===== src/rtl/conv1_mem_read.sv =====
// Read-side addresser for conv1: walks a KxK window over the input image and
// emits image/weight read addresses plus MAC clear/last strobes, one tap per step.
module conv1_mem_read #(
    parameter int IMG_W  = 16,
    parameter int K      = 5,
    parameter int OUT_W  = 12,
    parameter int IMG_AW = 8,
    parameter int WGT_AW = 5
) (
    input  logic              clk,
    input  logic              reset,
    input  logic              enable,
    output logic [IMG_AW-1:0] img_addr,
    output logic [WGT_AW-1:0] wgt_addr,
    output logic              mac_clear,
    output logic              mac_last,
    output logic              done
);

    localparam int KW = (K > 1) ? $clog2(K) : 1;
    localparam int OW = (OUT_W > 1) ? $clog2(OUT_W) : 1;
    localparam logic [KW-1:0] K_LAST = KW'(K - 1);
    localparam logic [OW-1:0] O_LAST = OW'(OUT_W - 1);

    typedef enum logic [1:0] {
        S_IDLE = 2'd0,
        S_RUN  = 2'd1,
        S_DONE = 2'd2
    } state_t;

    state_t        state_q;
    logic [KW-1:0] kx_q, kx_d;
    logic [KW-1:0] ky_q, ky_d;
    logic [OW-1:0] ox_q, ox_d;
    logic [OW-1:0] oy_q, oy_d;
    logic          done_q;

    logic last_kx, last_ky, last_ox, last_oy;
    logic final_step;

    assign last_kx    = (kx_q == K_LAST);
    assign last_ky    = (ky_q == K_LAST);
    assign last_ox    = (ox_q == O_LAST);
    assign last_oy    = (oy_q == O_LAST);
    assign final_step = last_kx && last_ky && last_ox && last_oy;

    // Odometer-style carry chain: kx -> ky -> ox -> oy.
    always_comb begin
        kx_d = kx_q;
        ky_d = ky_q;
        ox_d = ox_q;
        oy_d = oy_q;
        if (!last_kx) begin
            kx_d = kx_q + KW'(1);
        end else begin
            kx_d = '0;
            if (!last_ky) begin
                ky_d = ky_q + KW'(1);
            end else begin
                ky_d = '0;
                if (!last_ox) begin
                    ox_d = ox_q + OW'(1);
                end else begin
                    ox_d = '0;
                    oy_d = oy_q + OW'(1);
                end
            end
        end
    end

    // The final step leaves the counters parked so the last addresses stay visible.
    always_ff @(negedge clk or posedge reset) begin
        if (reset) begin
            state_q <= S_IDLE;
            kx_q    <= '0;
            ky_q    <= '0;
            ox_q    <= '0;
            oy_q    <= '0;
            done_q  <= 1'b0;
        end else begin
            case (state_q)
                S_IDLE, S_RUN: begin
                    if (enable) begin
                        if (final_step) begin
                            state_q <= S_DONE;
                            done_q  <= 1'b1;
                        end else begin
                            state_q <= S_RUN;
                            kx_q    <= kx_d;
                            ky_q    <= ky_d;
                            ox_q    <= ox_d;
                            oy_q    <= oy_d;
                        end
                    end
                end
                S_DONE: begin
                    done_q <= 1'b1;
                end
                default: begin
                    state_q <= S_IDLE;
                end
            endcase
        end
    end

    // Full 32-bit arithmetic, truncated; parameter constraints rule out overflow.
    assign img_addr = IMG_AW'((32'(oy_q) + 32'(ky_q)) * 32'(IMG_W) + 32'(ox_q) + 32'(kx_q));
    assign wgt_addr = WGT_AW'(32'(ky_q) * 32'(K) + 32'(kx_q));

    assign mac_clear = (state_q != S_DONE) && (kx_q == '0) && (ky_q == '0);
    assign mac_last  = (state_q != S_DONE) && last_kx && last_ky;
    assign done      = done_q;

endmodule


===== config.mk =====
export PLATFORM = sky130hd
export DESIGN_NAME = conv1_mem_read
export DESIGN_NICKNAME = d
export VERILOG_FILES = /design/src/rtl/conv1_mem_read.sv
export SDC_FILE = /design/constraint.sdc
export NUM_CORES = 1
export LEC_CHECK = 0
export CAP_MARGIN = 5
export CORE_AREA = 2 2 60 51
export DETAILED_ROUTE_END_ITERATION = 16
export DIE_AREA = 0 0 62 53
export GPL_TIMING_DRIVEN = 0
export PLACE_DENSITY = 0.76
export SYNTH_ARGS = -nofsm -noshare
export SYNTH_HDL_FRONTEND = slang
export SYNTH_SLANG_ARGS = --single-unit

===== constraint.sdc =====
create_clock -name clk -period 3 [get_ports clk]
set_input_delay 0.9 -clock clk [delete_from_list [all_inputs] [get_ports clk]]
set_output_delay 0.9 -clock clk [all_outputs]
set_load 0.02 [all_outputs]

# Word level (Yosys, flattened, before mapping)
# Index checks and enable logic that the tools add are counted.
# op_classes
div	0
eq_ne	9
n_shift	0
addsub	8
bitwise_logic	2
mul	1
order_cmp	0
mux	9
n_reduce_logical	18
# ops
op	count
4-bit by 1-bit adder with 4-bit output, second input constant	2
8-bit by 3-bit adder with 8-bit output	1
8-bit by 4-bit adder with 8-bit output	1
4-bit == test, second input constant	2
1-bit logical AND	7
3-bit by 1-bit adder with 3-bit output, second input constant	2
3-bit == test, second input constant	2
3-bit zero test	2
3-bit two-way mux	2
2-bit inequality test, second input constant	3
3-bit AND reduction	2
6-bit AND reduction	1
5-bit by 3-bit adder with 5-bit output	1
3-bit by 3-bit multiplier with 5-bit output, second input constant	1
5-bit AND reduction	1
4-bit by 3-bit adder with 4-bit output	1
2-bit two-way mux	2
4-bit two-way mux	1
2-bit case mux with 2 select lines	1
4-bit AND reduction	1
2-bit by 1-bit == test with 1-bit output, second input constant	1
2-bit == test, second input constant	1
2-bit zero test	1
1-bit two-way mux	2
other kinds (5)	6
# word_totals
input_bits	3
elab_cells	53
latch_bits	0
romBits	0
ram_bits	0
memories	0
register_bits	17

# Logic depth before layout (Yosys ltp)
# Gate-level depths: netlist (run 1).
# logic_depth
word_depth	7
mapped_depth	7

==> results of run 1 <==
[timing repair]
action                                  in CTS  in global routing
endpoints found under the setup margin      33                 27
resized for setup                          121                 24
setup buffers                               22                  7
pin swaps                                   13                 15
[metrics by stage]
step                power [mW]  setup TNS (ps)  instances
global placement          1.82          -36990        194
finish                    2.63          -18880        225
CTS                       2.37          -18740        220
global route              2.77          -19830        225
detailed placement        1.89          -38490        194
floorplan                 1.43          -13470        138
[logic make-up (layout without fill, tap and decap cells)]
kind of cell               after synthesis  in the layout  share of synthesized area
xor gates and xnor gates                13             13                     0.0830
adders and majority gates               23             23                      0.226
AOI/OAI and AO/OA                       18             18                     0.0858
buffers and inverters                   14             63                     0.0438
and+or+nand+nor                         48             48                      0.211
DFF                                     17             17                      0.310
muxes                                    5              5                     0.0401
[area by class of cell]
class	count	area share
inverters	12	0.0210
multi-input cells	107	0.565
clock inverters	1	0.00221
well taps	38	0.0210
flip-flops and latches	17	0.188
plain buffers	2	0.00662
clock buffers	3	0.00993
repair buffers	45	0.187
[flip-flops by register name, indices dropped and copies added, names as in the netlist]
name,cells
kx_q,3
ox_q,4
oy_q,4
ky_q,3
done,1
state_q,2
[worst max-delay path: cells and delay by family, from the launching register on]
kind	cells	cell delay (ps)
adders and majority gates	2	510
xor gates and xnor gates	2	430
and+or+nand+nor	2	180
buffers and inverters	2	300
DFF	1	420
[worst paths after layout]
check	end	slack, ps	cells past startpoint	start
setup / recovery	img_addr[7]	-1530	8	ky_q[0]$_DFFE_NP0P_
hold / removal	state_q[0]$_DFFE_NP0P_	410	1	state_q[1]$_DFFE_NP0P_
setup reg to reg	oy_q[2]$_DFFE_NP0P_	1050	8	ox_q[1]$_DFFE_NP0P_
hold reg to reg	state_q[0]$_DFFE_NP0P_	410	1	state_q[1]$_DFFE_NP0P_
max in group asynchronous	ky_q[0]$_DFFE_NP0P_	130	2	reset
min in group asynchronous	ox_q[1]$_DFFE_NP0P_	2400	2	reset
[metal layers]
| metal | routed length, microns | track usage | up-vias | share of wire |
|---|---|---|---|---|
| li1 | - | - | 578 | - |
| met1 | 1560 | 0.302 | 604 | 0.38 |
| met2 | 2290 | 0.457 | 25 | 0.56 |
| met3 | 126 | 0.0440 | 12 | 0.031 |
| met4 | 116 | 0.0319 | 0 | 0.028 |
| met5 | 0 | 0 | - | 0 |
[layout by cell type (no fill, tap or decap), drive strengths merged, types with 2 or more instances in the layout]
master,count
a21o,5
a21oi,5
a22o,2
and3b,2
buf,46
clkbuf,3
dfrtn,17
fa,3
ha,20
inv,12
mux2,4
nand2,15
nand2b,2
nand3,2
nand4,2
nor2,9
nor2b,4
nor3,2
nor3b,2
nor4,3
o21ai,3
xnor2,11
xor2,2
[power breakdown]
group | internal, mW | switching (mW) | total (mW)
Combinational | 1.11 | 1.02 | 2.14
Clock | 0.0497 | 0.0798 | 0.130
Sequential | 0.287 | 0.0745 | 0.362
Total | 1.45 | 1.18 | 2.63
==> out/metrics.csv, run 1 <==
stage,metric,value,unit
floorplan,starting density of the core,0.516,
synthesis,number of warnings issued by yosys,0,
synthesis,area share of the leading cell type in the synthesized netlist,0.310,
routing,final wirelength,4100,microns
cells_and_area,area of the multi-input gates,1280,sq um
pwr,leakage power figure,1.07,nW
floorplan,area enclosed by the die boundary,3290,sq um
clock_network,deepest level of the CTS H-tree,1,
synthesis,Post-Syn Nets,164,
setup_path,critical path type,reg2out,
synthesis,Post-synth EDFFs,0,
pwr,Max rail drop VDD,0.615,mV
clock_network,clock tree from TritonCTS,built,
clock_network,hold_buf cts,0,
placement,number of buffers added on ports,18,
synthesis,proportion of synthesized chip area in sequential cells,0.310,
setup_path,cell repeated most along the worst path,sky130_fd_sc_hd__xnor2_2,
setup_path,biggest fanout along the worst timing path,3,
job,max-capacitance violation count,0,
floorplan,width of the die,62,microns
floorplan,top-level port count,19,
routing,Initial DRT Pass Iterations,5,
routing,remaining number of nets flagged by the antenna check after routing,0,
global_routing,number of antenna violations at the first check in global routing,0,
synthesis,leading post-synthesis cells by instance count,"sky130_fd_sc_hd__ha_1, sky130_fd_sc_hd__dfrtn_1, sky130_fd_sc_hd__nand2_1",
sta,max-slew headroom at the worst pin,0.528,
outcome,result of the run,"complete, but fails checks",
setup_path,critical path cell sequence,buf_6 > ha_4 > fa_2 > xnor2_2 > nor2_4 > nand2_2 > xnor2_2 > buf_4,
synthesis,cell taking the most area after synthesis,sky130_fd_sc_hd__dfrtn_1,
routing,DRC,0,
global_routing,overall fraction of global-route tracks in use,0.248,
synthesis,leading cell type by number of instances after synthesis,sky130_fd_sc_hd__ha_1,
cells_and_area,post-route cell area,2270,sq um
sta,number of max-slew violations in the final report,0,
placement,GP Congestion,0.802,
synthesis,async set or reset register ratio after synthesis,1.00,
routing,Initial DRC Count,40,
global_routing,global-route wire length before repair,5820,microns
pwr,areal power density over the cells,1160,nW/um^2
cells_and_area,final net count,214,
routing,routed length per placed instance,18.2,microns
clock_network,clock-pin slew reported for the worst setup and hold paths after clock tree synthesis,70,ps
placement,post-place instance area,1800,sq um
floorplan,number of rows in the core area,17,
clock_network,Max Root-Sink Buffers,2,
global_routing,via count of the first global-routing pass,1272,
global_routing,global route overflow,0,
cells_and_area,# diodes,0,
setup_path,kind of end point of the critical path,output port,
synthesis,Yosys reg bits,17,
sta,post-route setup slack,-1530,ps
synthesis,ranking of synthesized cells by area,"sky130_fd_sc_hd__dfrtn_1, sky130_fd_sc_hd__ha_1, sky130_fd_sc_hd__xnor2_1, sky130_fd_sc_hd__fa_1, sky130_fd_sc_hd__nand2_1",
sta,WHS,407,ps
setup_path,Critical Path Slowest Stage Cell,sky130_fd_sc_hd__dfrtn_1,
cells_and_area,Reg area,425,sq um
synthesis,top flip-flop cell by instance count after synthesis,sky130_fd_sc_hd__dfrtn_1,
placement,HPWL after detailed placement,2310,microns
routing,detailed-route via count,1219,
clock_network,clock buffers created by TritonCTS,3,
placement,pre-CTS worst setup slack,-1880,ps
cells_and_area,fraction of final layout cells sized beyond drive strength 1,0.610,
floorplan,area of the core,2660,sq um
synthesis,Mapped Cells,138,
synthesis,synthesized area per cell,9.94,sq um
clock_network,clock sink count,17,
sta,clock tree skew after final layout,3.81,ps
sta,# setup viols final,27,
clock_network,cell chosen for the clock root,sky130_fd_sc_hd__clkbuf_4,
outcome,failing checks,negative setup slack,
setup_path,Startpoint Class,flop,
global_routing,largest net degree at the start of global routing,18,
clock_network,clock latency of the later-clocked register in the worst-skew pair,300,ps
setup_path,data arrival at the endpoint of the critical path,3630,ps
cells_and_area,count of fill cells added during filler insertion,134,
cells_and_area,Area Overhead vs Synth,65.3,%
setup_path,longest individual stage delay on the worst path,420,ps
routing,drt via density,5.42,
setup_path,Worst Path Required,2100,ps
synthesis,cell area after synthesis,1370,sq um
sta,endpoints failing hold,0,
floorplan,Chip Height,53,microns
cells_and_area,final core area utilization,0.853,
sta,slew at the pin closest to its max-slew limit,707,ps
sta,setup repair after global routing missed its margin,true,
hold_path,HP Class,reg2reg,
synthesis,post-synth cell types,32,
Note: power is estimated with default switching activity, not from simulation.
==> inputs of run 2 (changes only) <==
--- a/config.mk
+++ b/config.mk
@@ -10,6 +10,7 @@
 export DETAILED_ROUTE_END_ITERATION = 16
 export DIE_AREA = 0 0 62 53
 export GPL_TIMING_DRIVEN = 0
+export MAX_ROUTING_LAYER = met4
 export PLACE_DENSITY = 0.76
 export SYNTH_ARGS = -nofsm -noshare
 export SYNTH_HDL_FRONTEND = slang
==> out/metrics.csv, run 2 (synthesis results as in run 1) <==
stage,metric,value,unit,change
setup_path,biggest fanout along the worst timing path,3,,unchanged
routing,Initial DRC Count,43,,+7.5%
setup_path,data arrival at the endpoint of the critical path,3640,ps,about the same
routing,drt via density,5.44,,+0.33%
clock_network,clock latency of the later-clocked register in the worst-skew pair,300,ps,about the same
floorplan,Chip Height,53,microns,unchanged
setup_path,cell repeated most along the worst path,sky130_fd_sc_hd__xnor2_2,,
placement,HPWL after detailed placement,2310,microns,unchanged
floorplan,width of the die,62,microns,unchanged
clock_network,Max Root-Sink Buffers,2,,unchanged
job,max-capacitance violation count,0,,unchanged
sta,number of max-slew violations in the final report,0,,unchanged
cells_and_area,area of the multi-input gates,1280,sq um,unchanged
sta,setup repair after global routing missed its margin,true,,
sta,post-route setup slack,-1540,ps,-6.83 ps
pwr,Max rail drop VDD,0.612,mV,-0.48%
pwr,areal power density over the cells,1160,nW/um^2,about the same
routing,DRC,0,,unchanged
cells_and_area,fraction of final layout cells sized beyond drive strength 1,0.610,,unchanged
cells_and_area,final cell count without fillers,225,,unchanged
setup_path,longest individual stage delay on the worst path,420,ps,about the same
outcome,failing checks,negative setup slack,,
cells_and_area,final core area utilization,0.853,,unchanged
clock_network,deepest level of the CTS H-tree,1,,unchanged
routing,Initial DRT Pass Iterations,6,,+1
clock_network,cell chosen for the clock root,sky130_fd_sc_hd__clkbuf_4,,
setup_path,Startpoint Class,flop,,
global_routing,via count of the first global-routing pass,1269,,-0.24%
pwr,post-route total power,2.63,mW,about the same
cells_and_area,# diodes,0,,unchanged
cells_and_area,Area Overhead vs Synth,65.3,%,unchanged
cells_and_area,count of fill cells added during filler insertion,134,,unchanged
clock_network,hold_buf cts,0,,unchanged
global_routing,global-route wire length before repair,5820,microns,unchanged
cells_and_area,most frequent cells in the layout,"sky130_fd_sc_hd__buf_4, sky130_fd_sc_hd__buf_6, sky130_fd_sc_hd__dfrtn_1",,
pwr,leakage power figure,1.07,nW,unchanged
floorplan,area of the core,2660,sq um,unchanged
floorplan,starting density of the core,0.516,,unchanged
outcome,result of the run,"complete, but fails checks",,
sta,slew at the pin closest to its max-slew limit,678,ps,-29.4 ps
global_routing,overall fraction of global-route tracks in use,0.254,,+0.00682
routing,detailed-route via count,1223,,+0.33%
placement,number of buffers added on ports,18,,unchanged
cells_and_area,largest registers,"ox_q x4, oy_q x4",,
sta,endpoints failing hold,0,,unchanged
floorplan,top-level port count,19,,unchanged
cells_and_area,final net count,214,,unchanged
global_routing,met1 Resource Use GR,0.300,,-0.00152
setup_path,critical path type,reg2out,,
clock_network,clock-pin slew reported for the worst setup and hold paths after clock tree synthesis,70,ps,about the same
global_routing,global route overflow,0,,unchanged
clock_network,clock sink count,17,,unchanged
placement,# placed instances,194,,unchanged
routing,routed length per placed instance,18.2,microns,+0.12%
setup_path,Worst Path Required,2100,ps,about the same
routing,final wirelength,4100,microns,+0.12%
floorplan,area enclosed by the die boundary,3290,sq um,unchanged
sta,# setup viols final,27,,unchanged
cells_and_area,Reg area,425,sq um,unchanged
global_routing,largest net degree at the start of global routing,18,,unchanged
clock_network,clock tree from TritonCTS,built,,
hold_path,HP Class,reg2reg,,
clock_network,clock buffers created by TritonCTS,3,,unchanged
setup_path,kind of end point of the critical path,output port,,
setup_path,critical path cell sequence,buf_6 > ha_4 > fa_2 > xnor2_2 > nor2_4 > nand2_2 > xnor2_2 > buf_4,,
global_routing,GR Util met2,0.460,,+0.00347
global_routing,most used routing layer,met2,,
global_routing,met3 Resource Use GR,0.0440,,unchanged
setup_path,Critical Path Slowest Stage Cell,sky130_fd_sc_hd__dfrtn_1,,
global_routing,number of antenna violations at the first check in global routing,0,,unchanged
sta,max-slew headroom at the worst pin,0.547,,+0.0196
cells_and_area,"leading cell type in the layout, fill and taps excluded",sky130_fd_sc_hd__buf_4,,
sta,Final TNS setup,-18860,ps,+25.8 ps
routing,remaining number of nets flagged by the antenna check after routing,0,,unchanged
floorplan,number of rows in the core area,17,,unchanged
placement,pre-CTS worst setup slack,-1880,ps,unchanged
placement,GP Congestion,0.813,,+1.4%
sta,clock tree skew after final layout,1.84,ps,-1.97 ps
==> run 2: cell counts in the layout (fill, tap and decap cells not counted) <==
No cell type changed its count.
==> run 2: worst max-delay path, delay by kind of cell, from the launching register on <==
family,cells,cell delay (ps)
AND/OR/NAND/NOR,2,180
buffers and inverters,2,300
adder cells (fa/ha/maj),2,510
XOR/XNOR,2,430
flip-flops,1,420
==> run 2: timing repair <==
action                                  4_1_cts  5_1_grt
setup buffers                                22        7
pin swaps                                    13       15
endpoints found under the setup margin       33       27
cloned                                        0        0
resized for setup                           121       24
==> run 2: worst paths after layout <==
path,end,slack [ps],cells after the start,from
min in group asynchronous,ox_q[1]$_DFFE_NP0P_,2390,2,reset
setup / recovery,img_addr[7],-1540,8,ky_q[0]$_DFFE_NP0P_
max in group asynchronous,kx_q[1]$_DFFE_NP0P_,160,2,reset
hold reg to reg,state_q[0]$_DFFE_NP0P_,410,1,state_q[1]$_DFFE_NP0P_
setup reg to reg,oy_q[2]$_DFFE_NP0P_,1050,8,ox_q[1]$_DFFE_NP0P_
hold / removal,state_q[0]$_DFFE_NP0P_,410,1,state_q[1]$_DFFE_NP0P_
==> run 2: area by class of cell <==
cell class | instances | share of cell area
plain buffers | 2 | 0.00662
clock buffers | 3 | 0.00993
clock inverters | 1 | 0.00221
inverters | 12 | 0.0210
multi-input cells | 107 | 0.565
flip-flops and latches | 17 | 0.188
well taps | 38 | 0.0210
repair buffers | 45 | 0.187
==> run 2: power breakdown <==
group          switching, mW  leakage, nW  internal, mW
clock network         0.0788       0.0177        0.0497
logic                   1.03        0.833          1.11
registers             0.0742        0.217         0.287
==> run 2: per-stage QoR <==
| stage | hold WS [ps] | cell area, sq um |
|---|---|---|
| 3_3_place_gp | 402 | 1800 |
| 5_1_grt | 465 | 2270 |
| 4_1_cts | 415 | 2130 |
| 6_report | 411 | 2270 |
| 2_1_floorplan | 378 | 1570 |
| 3_5_place_dp | 415 | 1800 |
==> run 2: per-layer routing <==
layer | vias to the layer above | part of all wire
li1 | 578 | -
met1 | 611 | 0.39
met2 | 22 | 0.55
met3 | 12 | 0.025
met4 | 0 | 0.031
met5 | - | 0
